**src/rtl/uart_pkg.sv**
```systemverilog
// Shared UART definitions for the transmit and receive paths.
package uart_pkg;
   localparam int BAUD_DIV_DEFAULT = 2604;
   localparam int FRAME_BITS       = 10;

   typedef enum logic {IDLE, TX} tx_state_t;
endpackage

```
**src/rtl/uart_baud_gen.sv**
```systemverilog
// Bit-period counter: counts 0..BAUD_DIV-1 while enabled and pulses baud_tick on the terminal count.
module uart_baud_gen
   import uart_pkg::*;
#(
   parameter int BAUD_DIV = BAUD_DIV_DEFAULT
) (
   input  logic clk,
   input  logic rst,
   input  logic clr,
   input  logic en,
   output logic baud_tick
);
   localparam int CW = (BAUD_DIV > 1) ? $clog2(BAUD_DIV) : 1;
   localparam logic [CW-1:0] LAST = CW'(BAUD_DIV - 1);

   logic [CW-1:0] cnt_q, cnt_d;

   assign baud_tick = en && (cnt_q == LAST);

   always_comb begin
      cnt_d = cnt_q;
      if (clr)
         cnt_d = '0;
      else if (en)
         cnt_d = baud_tick ? '0 : cnt_q + CW'(1);
   end

   always_ff @(posedge clk) begin
      if (rst) cnt_q <= '0;
      else     cnt_q <= cnt_d;
   end
endmodule

```
**src/rtl/uart_tx.sv**
```systemverilog
// 8N1 UART transmitter: one byte per trmt strobe, LSB first, tx driven straight from a register.
module uart_tx
   import uart_pkg::*;
#(
   parameter int BAUD_DIV = BAUD_DIV_DEFAULT
) (
   input  logic       clk,
   input  logic       rst,
   input  logic       trmt,
   input  logic [7:0] tx_data,
   output logic       tx,
   output logic       tx_busy,
   output logic       tx_done
);
   localparam logic [3:0] LAST_BIT = 4'(FRAME_BITS - 1);

   tx_state_t             state_q, state_d;
   logic [FRAME_BITS-1:0] sr_q, sr_d;
   logic [3:0]            bit_q, bit_d;
   logic                  busy_q, busy_d;
   logic                  done_q, done_d;
   logic                  accept;
   logic                  baud_tick;

   uart_baud_gen #(.BAUD_DIV(BAUD_DIV)) u_baud (
      .clk       (clk),
      .rst       (rst),
      .clr       (accept),
      .en        (state_q == TX),
      .baud_tick (baud_tick)
   );

   always_comb begin
      state_d = state_q;
      sr_d    = sr_q;
      bit_d   = bit_q;
      busy_d  = busy_q;
      done_d  = done_q;
      accept  = 1'b0;
      case (state_q)
         IDLE: begin
            if (trmt) begin
               accept  = 1'b1;
               sr_d    = {1'b1, tx_data, 1'b0};
               bit_d   = '0;
               busy_d  = 1'b1;
               done_d  = 1'b0;
               state_d = TX;
            end
         end
         TX: begin
            if (baud_tick) begin
               // Ones shift in behind the frame, so the register is all ones again once the stop bit ends.
               sr_d = {1'b1, sr_q[FRAME_BITS-1:1]};
               if (bit_q == LAST_BIT) begin
                  bit_d   = '0;
                  busy_d  = 1'b0;
                  done_d  = 1'b1;
                  state_d = IDLE;
               end else begin
                  bit_d = bit_q + 4'd1;
               end
            end
         end
         default: state_d = IDLE;
      endcase
   end

   always_ff @(posedge clk) begin
      if (rst) begin
         state_q <= IDLE;
         sr_q    <= '1;
         bit_q   <= '0;
         busy_q  <= 1'b0;
         done_q  <= 1'b0;
      end else begin
         state_q <= state_d;
         sr_q    <= sr_d;
         bit_q   <= bit_d;
         busy_q  <= busy_d;
         done_q  <= done_d;
      end
   end

   // The idle shift register holds all ones, so its LSB is also the idle-high line level.
   assign tx      = sr_q[0];
   assign tx_busy = busy_q;
   assign tx_done = done_q;
endmodule

```
**config.mk**
```make
export PLATFORM = sky130hd
export DESIGN_NAME = uart_tx
export DESIGN_NICKNAME = d
export VERILOG_FILES = /design/src/rtl/uart_pkg.sv /design/src/rtl/uart_baud_gen.sv /design/src/rtl/uart_tx.sv
export SDC_FILE = /design/constraint.sdc
export NUM_CORES = 1
export LEC_CHECK = 0
export CAP_MARGIN = 20
export CORE_MARGIN = 2
export CORE_UTILIZATION = 35
export DETAILED_ROUTE_END_ITERATION = 10
export HOLD_SLACK_MARGIN = 0.02
export SYNTH_ARGS = -nofsm -noshare
export SYNTH_HDL_FRONTEND = slang
export SYNTH_SLANG_ARGS = --single-unit
```
**constraint.sdc**
```tcl
create_clock -name clk -period 2 [get_ports clk]
set_input_delay 0.3 -clock clk [delete_from_list [all_inputs] [get_ports clk]]
set_output_delay 0.3 -clock clk [all_outputs]
set_load 0.02 [all_outputs]
```
After elaboration in Yosys (flattened, before gate mapping)

Index checks and enable logic that the tools add are counted.

Flip-flop bits (word level): 29
Input bits: 11
Logic and storage cells: 39

Add/sub/neg operators: 2
Equality and inequality tests: 5
Multiplexer cells: 21
Bitwise logic cells: 1
Reductions and logical operators: 4

Operator list:

| cell                                                   | number |
|---|---|
| 2-to-1 mux 10 bit                                      | 2 |
| one-hot mux 10 bit (2 select lines)                    | 1 |
| adder 12 x 1 -> 12 bit (second input constant)         | 1 |
| equality test 12 bit (second input constant)           | 1 |
| 2-to-1 mux 12 bit                                      | 1 |
| 2-to-1 mux 4 bit                                       | 3 |
| 2-to-1 mux 1 bit                                       | 10 |
| one-hot mux 4 bit (2 select lines)                     | 1 |
| one-hot mux 1 bit (2 select lines)                     | 3 |
| adder 4 x 1 -> 4 bit (second input constant)           | 1 |
| equality test 4 bit (second input constant)            | 1 |
| inequality test 2 x 1 -> 1 bit (second input constant) | 2 |
| AND reduction 3 bit                                    | 1 |
| inequality test 2 bit (second input constant)          | 1 |
| AND reduction 2 bit                                    | 1 |
| OR reduction 2 bit                                     | 1 |
| logical AND 1 bit                                      | 1 |
| inverter 1 bit                                         | 1 |

Depth between registers and ports, before layout

Depth in word-level cells: 4
Depth in mapped cells: 6
Mapped depth without buffers: 6

Modules after synthesis

A second synthesis with hierarchy kept.

Cells, all modules: 151
Area, all modules: 1,341.3 µm²

By module, submodules not included:

| module        | times used | cells each | area an instance (µm²) | seq. area each (µm²) |
|---|---|---|---|---|
| uart_tx       | 1          | 84         | 721.9                  | 320.3 |
| uart_baud_gen | 1          | 67         | 619.3                  | 240.2 |

Worst setup path after synthesis

OpenSTA, ideal clock, no wires.

Path kind: register -> register
From: register u_baud.cnt_q[4]
To: register bit_q[2]
Library setup time: 58 ps
Arrival time: 1,677 ps
Data required time: 1,942 ps
Setup slack: 265 ps
Cell stages (with the launch flop): 6
Buffers on the path: 1
Clock period less this slack: 1,735 ps
Path through: dfxtp_1 or3_4 or4_1 clkbuf_2 nor4_2 a211o_1

Cells in the longest elaborated chain, start to end: 4

RTL lines:

| what                                     | RTL line            | source |
|---|---|---|
| start, declared                          | uart_baud_gen.sv:16 | `logic [CW-1:0] cnt_q, cnt_d;` |
| start signal, assigned                   | uart_baud_gen.sv:30 | `else cnt_q <= cnt_d;` |
| equality test 12 bit                     | uart_baud_gen.sv:18 | `assign baud_tick = en && (cnt_q == LAST);` |
| logical AND 1 bit                        | uart_baud_gen.sv:18 |  |
| inequality test 2 x 1 -> 1 bit (no line) | -                   |  |
| AND reduction 2 bit (no line)            | -                   |  |
| end signal, assigned                     | uart_tx.sv:79       | `bit_q <= bit_d;` |
| end, declared                            | uart_tx.sv:19       | `logic [3:0] bit_q, bit_d;` |

Every way passes these cells.
A chain may end at the register's enable or synchronous reset.

Worst setup path in the final report

From: register u_baud.cnt_q[4]
To: register u_baud.cnt_q[9]

Cells in the longest elaborated chain, start to end: 3

RTL lines:

| what                                                                           | RTL line            | source |
|---|---|---|
| parallel branches: the longest is 2 deep, another holds adder 12 x 1 -> 12 bit | -                   |  |
| 2-to-1 mux 12 bit *                                                            | uart_baud_gen.sv:25 | `cnt_d = baud_tick ? '0 : cnt_q + CW'(1);` |

Every way passes the cells marked *.

==> summary.md <==
| Metric | Value |
|---|---|
| Status | finished, final reports clean |
| Worst Path Arrival | 2090 ps |
| PnR worst setup slack | 78.49 ps |
| Die height | 66.51 um |
| Final setup violation count | 0 |
| Initial drt markers | 55 |
| Syn Nets | 171 |
| # port buffers | 13 |
| Min-Delay Startpoint | tx_done |
| Inst Count DP | 222 |
| Fill count | 371 |
| Largest net degree at the start of global routing | 18 |
| Top post-synthesis cells by count | dfxtp_1 (28), nor2_1 (21), nand2_1 (13) |
| Setup Fix Bufs, Post-CTS | 0 |
| Critical-path cell list | or3_4 -> or4_1 -> nand2_1 -> nor2_1 |
| Post-synth EDFFs | 0 |
| Synthesized area | 1368 um2 |
| CP Data Required Time | 2170 ps |
| GRT overflow | 0 |
| Area grow syn2layout | 21.13% |
| # nets final | 193 |
| Final hold vios | 0 |
| Area leader, netlist | dfxtp_1 |
| Initial Utilization | 0.3680 |
| Startpoint type of the worst setup path | flip-flop |
| Hpwl dp | 2177 um |
| Final Core Density | 0.4458 |
| WS Path Type | reg2reg |
| Post-CTS sizing | 0 |
| # IOs | 14 |
| Post-DRT Antenna Nets | 0 |
| CP peak stage delay | 660 ps |
| Synth Register Bits | 28 |
| Cts hold-fix bufs | 0 |
| Static leakage | 0.5949 nW |
| Routed WL | 2933 um |
| Via count | 1179 |
| Crit path capture type | flip-flop |
| Peak supply drop | 0.3267 mV |
| Worst Hold Class | reg2reg |
| Syn Area/Cell | 8.711 um2 |
| CP max stage cell | or4_1 |
| F_max | 520.4 MHz |
| Most used flip-flop cell after synthesis | dfxtp_1 |
| Initial antenna violation count | 0 |
| H-tree depth | 1 |
| 1st-pass router iterations | 6 |
| Total Routing Usage GR | 0.1514 |
| Drt wl/cell | 13.04 um |
| Crit path max-delay family | simple AND/OR/NAND/NOR gates |
| DRC Markers | 0 |
| Die area | 4424 um2 |
| Via density per instance | 5.240 |
| Worst reg2reg path depth | 4 |
| Sink Count | 28 |
| Count leader, synth | dfxtp_1 |
| Layout cells sized above 1 | 0.1073 |
| R2R Setup Slk | 80 ps |
| Fin Clk Skew | 3.082 ps |
| Root Driver | clkbuf_8 |
| Netlist cell types | 36 |
| Global placer's final weighted congestion | 0.7693 |
| Pre-CTS setup slack | 82.84 ps |
| First-pass GRT wire length | 5016 um |
| Vias in the first global route | 1089 |
| Sequential share of the synthesized area | 0.4099 |
| Relative slew slack | 0.5575 |
| Post-route insts no fill | 225 |
| Top cells by area, synth | dfxtp_1 (41%), nor2_1 (5.8%), mux2i_1 (5.1%), a211oi_1 (4.9%), xnor2_1 (4.5%) |
| Fin crit period | 1922 ps |
| Hold Path Depth | 2 |
| CP Buf/Inv Count | 0 |
| YS warnings | 0 |
| Synth Instances | 157 |
| CTS clk-pin slew, worst paths | 90 ps |
| Core Area | 3716 um2 |
| Max-cap check violation count | 0 |
| Total Power | 0.001041 W |
| Crit-path max FO | 9 |
| R2r endpoint | u_baud.cnt_q[9] |
| Hold Path Sink | tx_done |
| Pwr per Cell Area | 628.2 nW/um2 |
| Die Width | 66.51 um |
| Share of Yosys cell area claimed by the top area cell type | 0.4099 |
| TritonCTS Buffers | 3 |
| Site row count | 22 |
| Tcrit/Tclk final | 0.9608 |
| Longest Clk Path Bufs | 2 |
| CTS tree | done |
| Slew Viols, Final | 0 |
| Slew of the pin with the lowest slew margin | 661.4 ps |
| RSZ-0062 raised after global routing | false |
| Worst r2r src | u_baud.cnt_q[4] |
| Clock latency at the later pin of the worst-skew pair | 280 ps |
| Ys async rst share | 0 |
| Setup tns final | 0 ps |
| # diodes | 0 |
==> layout by cell type (no fill, tap or decap), types with 7 or more instances in the layout <==
cell type        count
a211oi_1             9
and2_1               8
buf_4               12
clkdlybuf4s50_1     13
dfxtp_1             28
mux2i_1              7
nand2_1             13
nor2_1              21
xnor2_1              7
==> stage by stage <==
stage	hold WS (ps)	instance area (um2)
2_1_floorplan	457.7	1368
3_3_place_gp	468.6	1615
3_5_place_dp	471.6	1615
4_1_cts	493.0	1657
5_1_grt	508.5	1657
6_report	477.3	1657
==> where the power goes <==
group          switching (W)  leakage, nW  total, W  internal [W]
Combinational      0.0000686        0.345  0.000138     0.0000690
Sequential         0.0000149        0.228  0.000593      0.000578
Clock               0.000174       0.0216  0.000310      0.000136
Total               0.000258        0.595   0.00104      0.000783
==> cell families (layout without fill, tap and decap cells) <==
family	Yosys count	in the layout	share of synthesized area
xor+xnor	10	10	0.06405
flops	28	28	0.4099
simple gates	77	77	0.3019
buf+inv	10	30	0.02927
compound gates	22	22	0.1162
mux	7	7	0.05124
fa+ha+maj	3	3	0.02745
==> tightest hold or removal path, cell delays in order (launching register included) <==
cell     delay, ps
dfxtp_1        340
nand2_1         50
o21ai_0         60
==> sequential cells by signal (all words and copies together) (netlist names) <==
signal,count
tx_busy,1
u_baud.cnt_q,12
bit_q,4
state_q,1
tx_done,1
sr_q,9
==> area by class of cell <==
class                   instances  area, um2  share of cell area
flip-flops and latches         28      560.5              0.3384
inverters                       2      7.507            0.004532
multi-input cells             119      767.0              0.4630
well taps                      48      60.06             0.03625
clock buffers                   3      41.29             0.02492
repair buffers                 25      220.2              0.1329
==> worst max path at each step <==
stage,start,end,slack [ps],cells after the start
2_1_floorplan,u_baud.cnt_q[4],bit_q[2],270,5
3_3_place_gp,u_baud.cnt_q[4],sr_q[0],70,4
3_5_place_dp,u_baud.cnt_q[4],u_baud.cnt_q[9],80,4
4_1_cts,u_baud.cnt_q[4],u_baud.cnt_q[3],80,4
5_1_grt,u_baud.cnt_q[6],u_baud.cnt_q[3],10,4
6_report,u_baud.cnt_q[4],u_baud.cnt_q[9],80,4
==> metal layers <==
metal,vias up,global-route usage,part of all wire
met5,-,0,0
met2,27,0.2388,0.45
met4,0,0.07908,0.021
li1,595,-,-
met1,552,0.1931,0.49
met3,5,0.03209,0.039
Power figures use the tool's default switching activity.
